$ cat src/rtl/pipe_encode_loader.sv
`default_nettype none
// ============================================================================
// Module   : pipe_encode_loader
// Purpose  : Encodes field-level instruction descriptors into 32-bit MIPS
//            words and writes them sequentially into instruction memory.
// Options  : ENC_BRANCH_DELAY_NOP_EN - append a NOP after every BEQ and J.
// Revision : 1.0 - initial release
// ============================================================================
module pipe_encode_loader #(
   parameter int ADDR_W = 8
) (
   input  logic              clk,
   input  logic              reset,
   input  logic              start,
   input  logic              in_valid,
   output logic              in_ready,
   input  logic [2:0]        in_kind,
   input  logic [4:0]        in_rs,
   input  logic [4:0]        in_rt,
   input  logic [4:0]        in_rd,
   input  logic [4:0]        in_shamt,
   input  logic [5:0]        in_funct,
   input  logic [15:0]       in_imm,
   input  logic [25:0]       in_target,
   output logic              imem_we,
   output logic [ADDR_W-1:0] imem_addr,
   output logic [31:0]       imem_wdata,
   output logic              busy,
   output logic              done,
   output logic              err,
   output logic [ADDR_W:0]   count
);

   localparam logic [1:0] c_idle = 2'd0;
   localparam logic [1:0] c_load = 2'd1;
`ifdef ENC_BRANCH_DELAY_NOP_EN
   localparam logic [1:0] c_pad  = 2'd2;
`endif
   localparam logic [1:0] c_done = 2'd3;

   localparam logic [2:0] c_k_lw    = 3'd0;
   localparam logic [2:0] c_k_sw    = 3'd1;
   localparam logic [2:0] c_k_rtype = 3'd2;
   localparam logic [2:0] c_k_beq   = 3'd3;
   localparam logic [2:0] c_k_addi  = 3'd4;
   localparam logic [2:0] c_k_j     = 3'd5;
   localparam logic [2:0] c_k_end   = 3'd6;
   localparam logic [2:0] c_k_rsvd  = 3'd7;

   localparam logic [5:0] c_op_lw    = 6'b100011;
   localparam logic [5:0] c_op_sw    = 6'b101011;
   localparam logic [5:0] c_op_rtype = 6'b000000;
   localparam logic [5:0] c_op_beq   = 6'b000100;
   localparam logic [5:0] c_op_addi  = 6'b001000;
   localparam logic [5:0] c_op_j     = 6'b000010;

   localparam logic [ADDR_W:0]   c_full     = {1'b1, {ADDR_W{1'b0}}};
   localparam logic [ADDR_W:0]   c_cnt_one  = {{ADDR_W{1'b0}}, 1'b1};
   localparam logic [ADDR_W-1:0] c_ptr_last = {ADDR_W{1'b1}};
   localparam logic [ADDR_W-1:0] c_ptr_one  = {{(ADDR_W-1){1'b0}}, 1'b1};

   logic [1:0]        r_state;
   logic [1:0]        w_next_state;
   logic [ADDR_W-1:0] r_ptr;
   logic [ADDR_W:0]   r_count;
   logic              r_err;
   logic              r_we;
   logic [ADDR_W-1:0] r_addr;
   logic [31:0]       r_wdata;

   logic              w_ready;
   logic              w_accept;
   logic              w_full;
   logic [31:0]       w_enc;
   logic              w_write;
   logic              w_err_set;
   logic [31:0]       w_wr_word;

   assign w_ready  = (r_state == c_load) && !start;
   assign w_accept = in_valid && w_ready;
   assign w_full   = (r_count == c_full);

`ifdef ENC_BRANCH_DELAY_NOP_EN
   logic w_is_branch;
   assign w_is_branch = (in_kind == c_k_beq) || (in_kind == c_k_j);
`endif

   always_comb begin
      case (in_kind)
         c_k_lw:    w_enc = {c_op_lw,   in_rs, in_rt, in_imm};
         c_k_sw:    w_enc = {c_op_sw,   in_rs, in_rt, in_imm};
         c_k_rtype: w_enc = {c_op_rtype, in_rs, in_rt, in_rd, in_shamt, in_funct};
         c_k_beq:   w_enc = {c_op_beq,  in_rs, in_rt, in_imm};
         c_k_addi:  w_enc = {c_op_addi, in_rs, in_rt, in_imm};
         c_k_j:     w_enc = {c_op_j,    in_target};
         default:   w_enc = 32'h0000_0000;
      endcase
   end

   // State register
   always_ff @(posedge clk or posedge reset) begin
      if (reset) begin
         r_state <= c_idle;
      end else begin
         r_state <= w_next_state;
      end
   end

   // Next-state logic; start restarts the load from any non-idle state
   always_comb begin
      w_next_state = r_state;
      case (r_state)
         c_idle: begin
            if (start) w_next_state = c_load;
         end
         c_load: begin
            if (start) begin
               w_next_state = c_load;
            end else if (w_accept) begin
               if (in_kind == c_k_end || w_full) begin
                  w_next_state = c_done;
`ifdef ENC_BRANCH_DELAY_NOP_EN
               end else if (w_is_branch) begin
                  w_next_state = c_pad;
`endif
               end
            end
         end
`ifdef ENC_BRANCH_DELAY_NOP_EN
         c_pad: begin
            w_next_state = (!start && w_full) ? c_done : c_load;
         end
`endif
         c_done: begin
            w_next_state = start ? c_load : c_idle;
         end
         default: begin
            w_next_state = c_idle;
         end
      endcase
   end

   // Outputs and write decision for the coming edge
   always_comb begin
      in_ready  = w_ready;
      busy      = (r_state != c_idle);
      done      = (r_state == c_done);
      w_write   = 1'b0;
      w_err_set = 1'b0;
      w_wr_word = w_enc;
      if (w_accept && in_kind != c_k_end) begin
         if (w_full || in_kind == c_k_rsvd) begin
            w_err_set = 1'b1;
         end else begin
            w_write = 1'b1;
         end
      end
`ifdef ENC_BRANCH_DELAY_NOP_EN
      if (r_state == c_pad && !start) begin
         if (w_full) begin
            w_err_set = 1'b1;
         end else begin
            w_write   = 1'b1;
            w_wr_word = 32'h0000_0000;
         end
      end
`endif
   end

   // Write port, pointer, counter and sticky error
   always_ff @(posedge clk or posedge reset) begin
      if (reset) begin
         r_we    <= 1'b0;
         r_addr  <= '0;
         r_wdata <= '0;
         r_ptr   <= '0;
         r_count <= '0;
         r_err   <= 1'b0;
      end else begin
         r_we <= w_write;
         if (w_write) begin
            r_addr  <= r_ptr;
            r_wdata <= w_wr_word;
         end
         if (start) begin
            r_ptr   <= '0;
            r_count <= '0;
            r_err   <= 1'b0;
         end else begin
            if (w_write) begin
               r_count <= r_count + c_cnt_one;
               if (r_ptr != c_ptr_last) r_ptr <= r_ptr + c_ptr_one;
            end
            if (w_err_set) r_err <= 1'b1;
         end
      end
   end

   assign imem_we    = r_we;
   assign imem_addr  = r_addr;
   assign imem_wdata = r_wdata;
   assign err        = r_err;
   assign count      = r_count;

endmodule
`default_nettype wire
$ cat config.mk
export PLATFORM = sky130hd
export DESIGN_NAME = pipe_encode_loader
export DESIGN_NICKNAME = d
export VERILOG_FILES = /design/src/rtl/pipe_encode_loader.sv
export SDC_FILE = /design/constraint.sdc
export NUM_CORES = 1
export LEC_CHECK = 0
export CORE_ASPECT_RATIO = 0.5
export CORE_MARGIN = 5
export CORE_UTILIZATION = 45
export CTS_BUF_LIST = sky130_fd_sc_hd__clkbuf_4 sky130_fd_sc_hd__clkbuf_8
export CTS_CLUSTER_SIZE = 8
export DETAILED_ROUTE_END_ITERATION = 6
export GPL_ROUTABILITY_DRIVEN = 0
export HOLD_SLACK_MARGIN = 0.02
export PLACE_DENSITY = 0.86
export SLEW_MARGIN = 30
export SYNTH_ARGS = -nofsm -noshare
export SYNTH_HDL_FRONTEND = slang
export SYNTH_SLANG_ARGS = --single-unit
$ cat constraint.sdc
create_clock -name clk -period 2.5 [get_ports clk]
set_clock_uncertainty 0.15 [all_clocks]
set_input_delay 0.5 -clock clk [delete_from_list [all_inputs] [get_ports clk]]
set_output_delay 0.5 -clock clk [all_outputs]
set_load 0.005 [all_outputs]
==> summary.txt <==
Setup path
  – CP Data Arrival Time: around 1.8 ns
  – Worst-path cell chain: clkdlybuf4s50_1 -> buf_4 -> nor3b_2 -> clkdlybuf4s50_1
  – CP Class: primary input to output port
  – CP max stage delay: a little over 0.5 ns
  – Worst-path cell with the longest stage delay: clkdlybuf4s50_1
  – CP top delay family: buffers and inverters
  – CP required: ~1.9 ns
  – Top cell by count, worst path: clkdlybuf4s50_1
  – Crit path launch type: primary input
  – Worst Setup End Kind: output port
  – Worst Path Buf+Inv: 3
  – Worst-path maximum fanout: 3

Global routing
  – GRT Total Usage: between 20% and 30%
  – First-pass GRT wire length: about 16,000 um
  – GRT overflow: 0
  – Vias in the first global route: between 3,000 and 4,000
  – Pin count of the biggest net entering global routing: approximately 50
  – Initial antenna violation count: 0

Power and ir drop
  – Leakage: a little under 2 nW
  – Cell Pwr Density: between 500 and 600 mW/mm^2
  – Peak supply drop: roughly 0.28 mV
  – Total power: 2.72 mW

Routing
  – Initial DRT Pass Iterations: 4
  – Avg Vias per Cell: about 5.5
  – Final ANT Viol Nets: 0
  – WL per Instance: approximately 17 um
  – Post-Route WL: roughly 9500 um
  – DRC viols: 0
  – Iteration-0 DRC Markers: between 200 and 300
  – Via Count: 3,080

Die
  – Starting Density: between 40% and 50%
  – Die height: about 69 um
  – Core Region: between 0.006 and 0.007 sq mm
  – Site Rows: 21
  – I/O pins: 129
  – Die span in x: approximately 130 um
  – Die area: approximately 0.0089 sq mm

Synthesis
  – EDFF count, synth: 0
  – Synthesis-stage register bit count: 59
  – Sequential share of the synthesized area: between 40% and 50%
  – Post-Syn Area: between 0.003 and 0.004 sq mm
  – Cell count after synthesis: roughly 330
  – Asr flop ratio synth: 100%
  – Syn nets: between 400 and 500
  – Distinct cells, synth: ~50
  – Mean area per synthesized cell: around 9.5 sq um
  – Top_reg_cell synth: dfrtp_1
  – Ys Warns: 0

Place
  – DP Wirelength: about 6800 um
  – Dpl cell area: approximately 0.0046 sq mm
  – Cells after DPL: around 540
  – IO buf count: approximately 130

Clocking
  – Clk buf depth: 2
  – Clock Pin Slew Worst Setup and Hold Paths: about 0.07 ns
  – CTS tree: yes
  – Total CTS buffers: 9
  – Root Driver: clkbuf_8
  – CTS sink cnt: slightly below 60
  – Htree depth: 3
  – Post-CTS setup buffers: 0
  – Clock latency on the worst-skew pair: between 0.3 and 0.4 ns

STA
  – Max-slew violation count: 0
  – Setup_tns: 0 ns
  – Slew headroom: between 50% and 60%
  – Fin Hold WS: between 0.2 and 0.3 ns
  – Max Fclk: between 0.4 and 0.5 GHz
  – RSZ-0062 raised after global routing: false
  – Setup Viol. Count Final: 0
  – Final Cycle Share: a little over nine tenths
  – Final Hold Fails: 0
  – Least-Margin Pin Slew: between 0.7 and 0.8 ns
  – Minimum clock period: approximately 2.4 ns

Run
  – Max-Cap Viols: 0

Hold path
  – Hold crit path type: primary input to async pin

Layout
  – Post-layout instance area: between 0.004 and 0.005 sq mm
  – Layout cells sized above 1: between 10 and 15%
  – Commonest non-fill, non-tap cell in the layout: clkdlybuf4s50_1
  – Final cell count without fillers: between 500 and 600
  – Most frequent cells in the layout: clkdlybuf4s50_1 (127), dfrtp_1 (59), nand2_1 (34)
  – Nets@finish: 540
  – Ant. Diodes: 0
  – Synth-to-Final Area Change: 52.4%

Outcome
  – Outcome: completed
==> repair_timing <==
action,CTS,global route
setup endpoints to repair,0,1
resized for setup,0,1
hold buffers,0,0
==> cell usage after synthesis, drive strengths merged (2+ instances only) <==
cell     n  area share (%)
dfrtp   59              47
nand2   34             4.0
nor2    28             3.3
a21oi   27             4.3
nor2b   21             4.2
clkbuf  17             2.0
a22oi   16             3.8
o21a    16             3.8
o221ai  16             4.4
buf     14             2.7
a221oi  10             2.8
inv      9             1.1
o21ai    6            0.95
o31ai    6             1.4
nand3    5            0.79
nor4     5             1.7
xnor2    5             1.4
nand4    4            0.79
or4      4            0.95
and2     3            0.67
ha       3             1.2
a211o    2            0.83
and4     2            0.55
mux2     2            0.71
nor4b    2            0.95
or3      2            0.40
==> metal layers <==
metal,GRT usage [%],share of wire (%),vias to the layer above
met4,8.47,2.3,0
met2,37.1,50,104
li1,-,-,1483
met5,0,0,-
met1,27.3,42,1476
met3,5.38,5.6,17
==> worst paths after layout <==
path	from	endpoint	slack, ns	cells past startpoint
max	start	in_ready	0.08	4
min	reset	imem_wdata[6]$_DFFE_PP0P_	0.25	2
min reg2reg	imem_addr[1]$_DFFE_PP0P_	imem_addr[1]$_DFFE_PP0P_	0.32	2
max reg2reg	count[1]$_DFFE_PP0P_	count[2]$_DFFE_PP0P_	0.17	8
max in group asynchronous	reset	r_ptr[1]$_DFFE_PP0P_	1.41	3
min in group clk	imem_addr[1]$_DFFE_PP0P_	imem_addr[1]$_DFFE_PP0P_	0.32	2
==> worst reg2reg max path, stage by stage, from the launching register on <==
cell     delay, ns
dfrtp_1       0.45
inv_1         0.10
ha_1          0.15
nor4b_2       0.43
a211o_4       0.33
inv_2         0.08
buf_4         0.20
a211o_1       0.31
o21ai_1       0.07
==> cell type report <==
cell class / instances / area [sq um]
tap: 92 / 115
clock inverter: 1 / 30.0
multi-input combinational: 233 / 1500
sequential: 59 / 1480
clock buffer: 14 / 186
inverter: 9 / 33.8
fill: 486 / 1940
timing repair buffer: 150 / 1470
==> sequential cells by signal, indices dropped and copies added (netlist names) <==
register,flops
imem_wdata,30
imem_addr,8
r_state,2
count,9
imem_we,1
r_ptr,8
err,1
==> through the flow <==
| stage | setup WS (ns) | utilization [%] |
|---|---|---|
| final | 0.0803 | 71.3 |
| after global routing | 0.0310 | 71.3 |
| after CTS | 0.00641 | 71.2 |
| after detailed placement | -0.0553 | 68.0 |
| after global placement | 0.0272 | 68.0 |
| after floorplan | 0.281 | - |
==> where the power goes <==
group	internal [mW]	switching, mW	total, mW
registers	1.06	0.0612	1.12
logic	0.407	0.252	0.660
clock network	0.575	0.364	0.939
total	2.04	0.677	2.72
==> logic make-up after synthesis <==
logic type,Yosys count,share of synthesized area [%]
AND/OR/NAND/NOR,116,19.8
adder cells (fa/ha/maj),4,1.51
multiplexers,3,1.03
XOR/XNOR,5,1.39
other,1,0.119
flip-flops,59,46.8
buffers and inverters,40,5.82
AO/OA/AOI/OAI,104,23.6
Note: power is estimated with default switching activity, not from simulation.
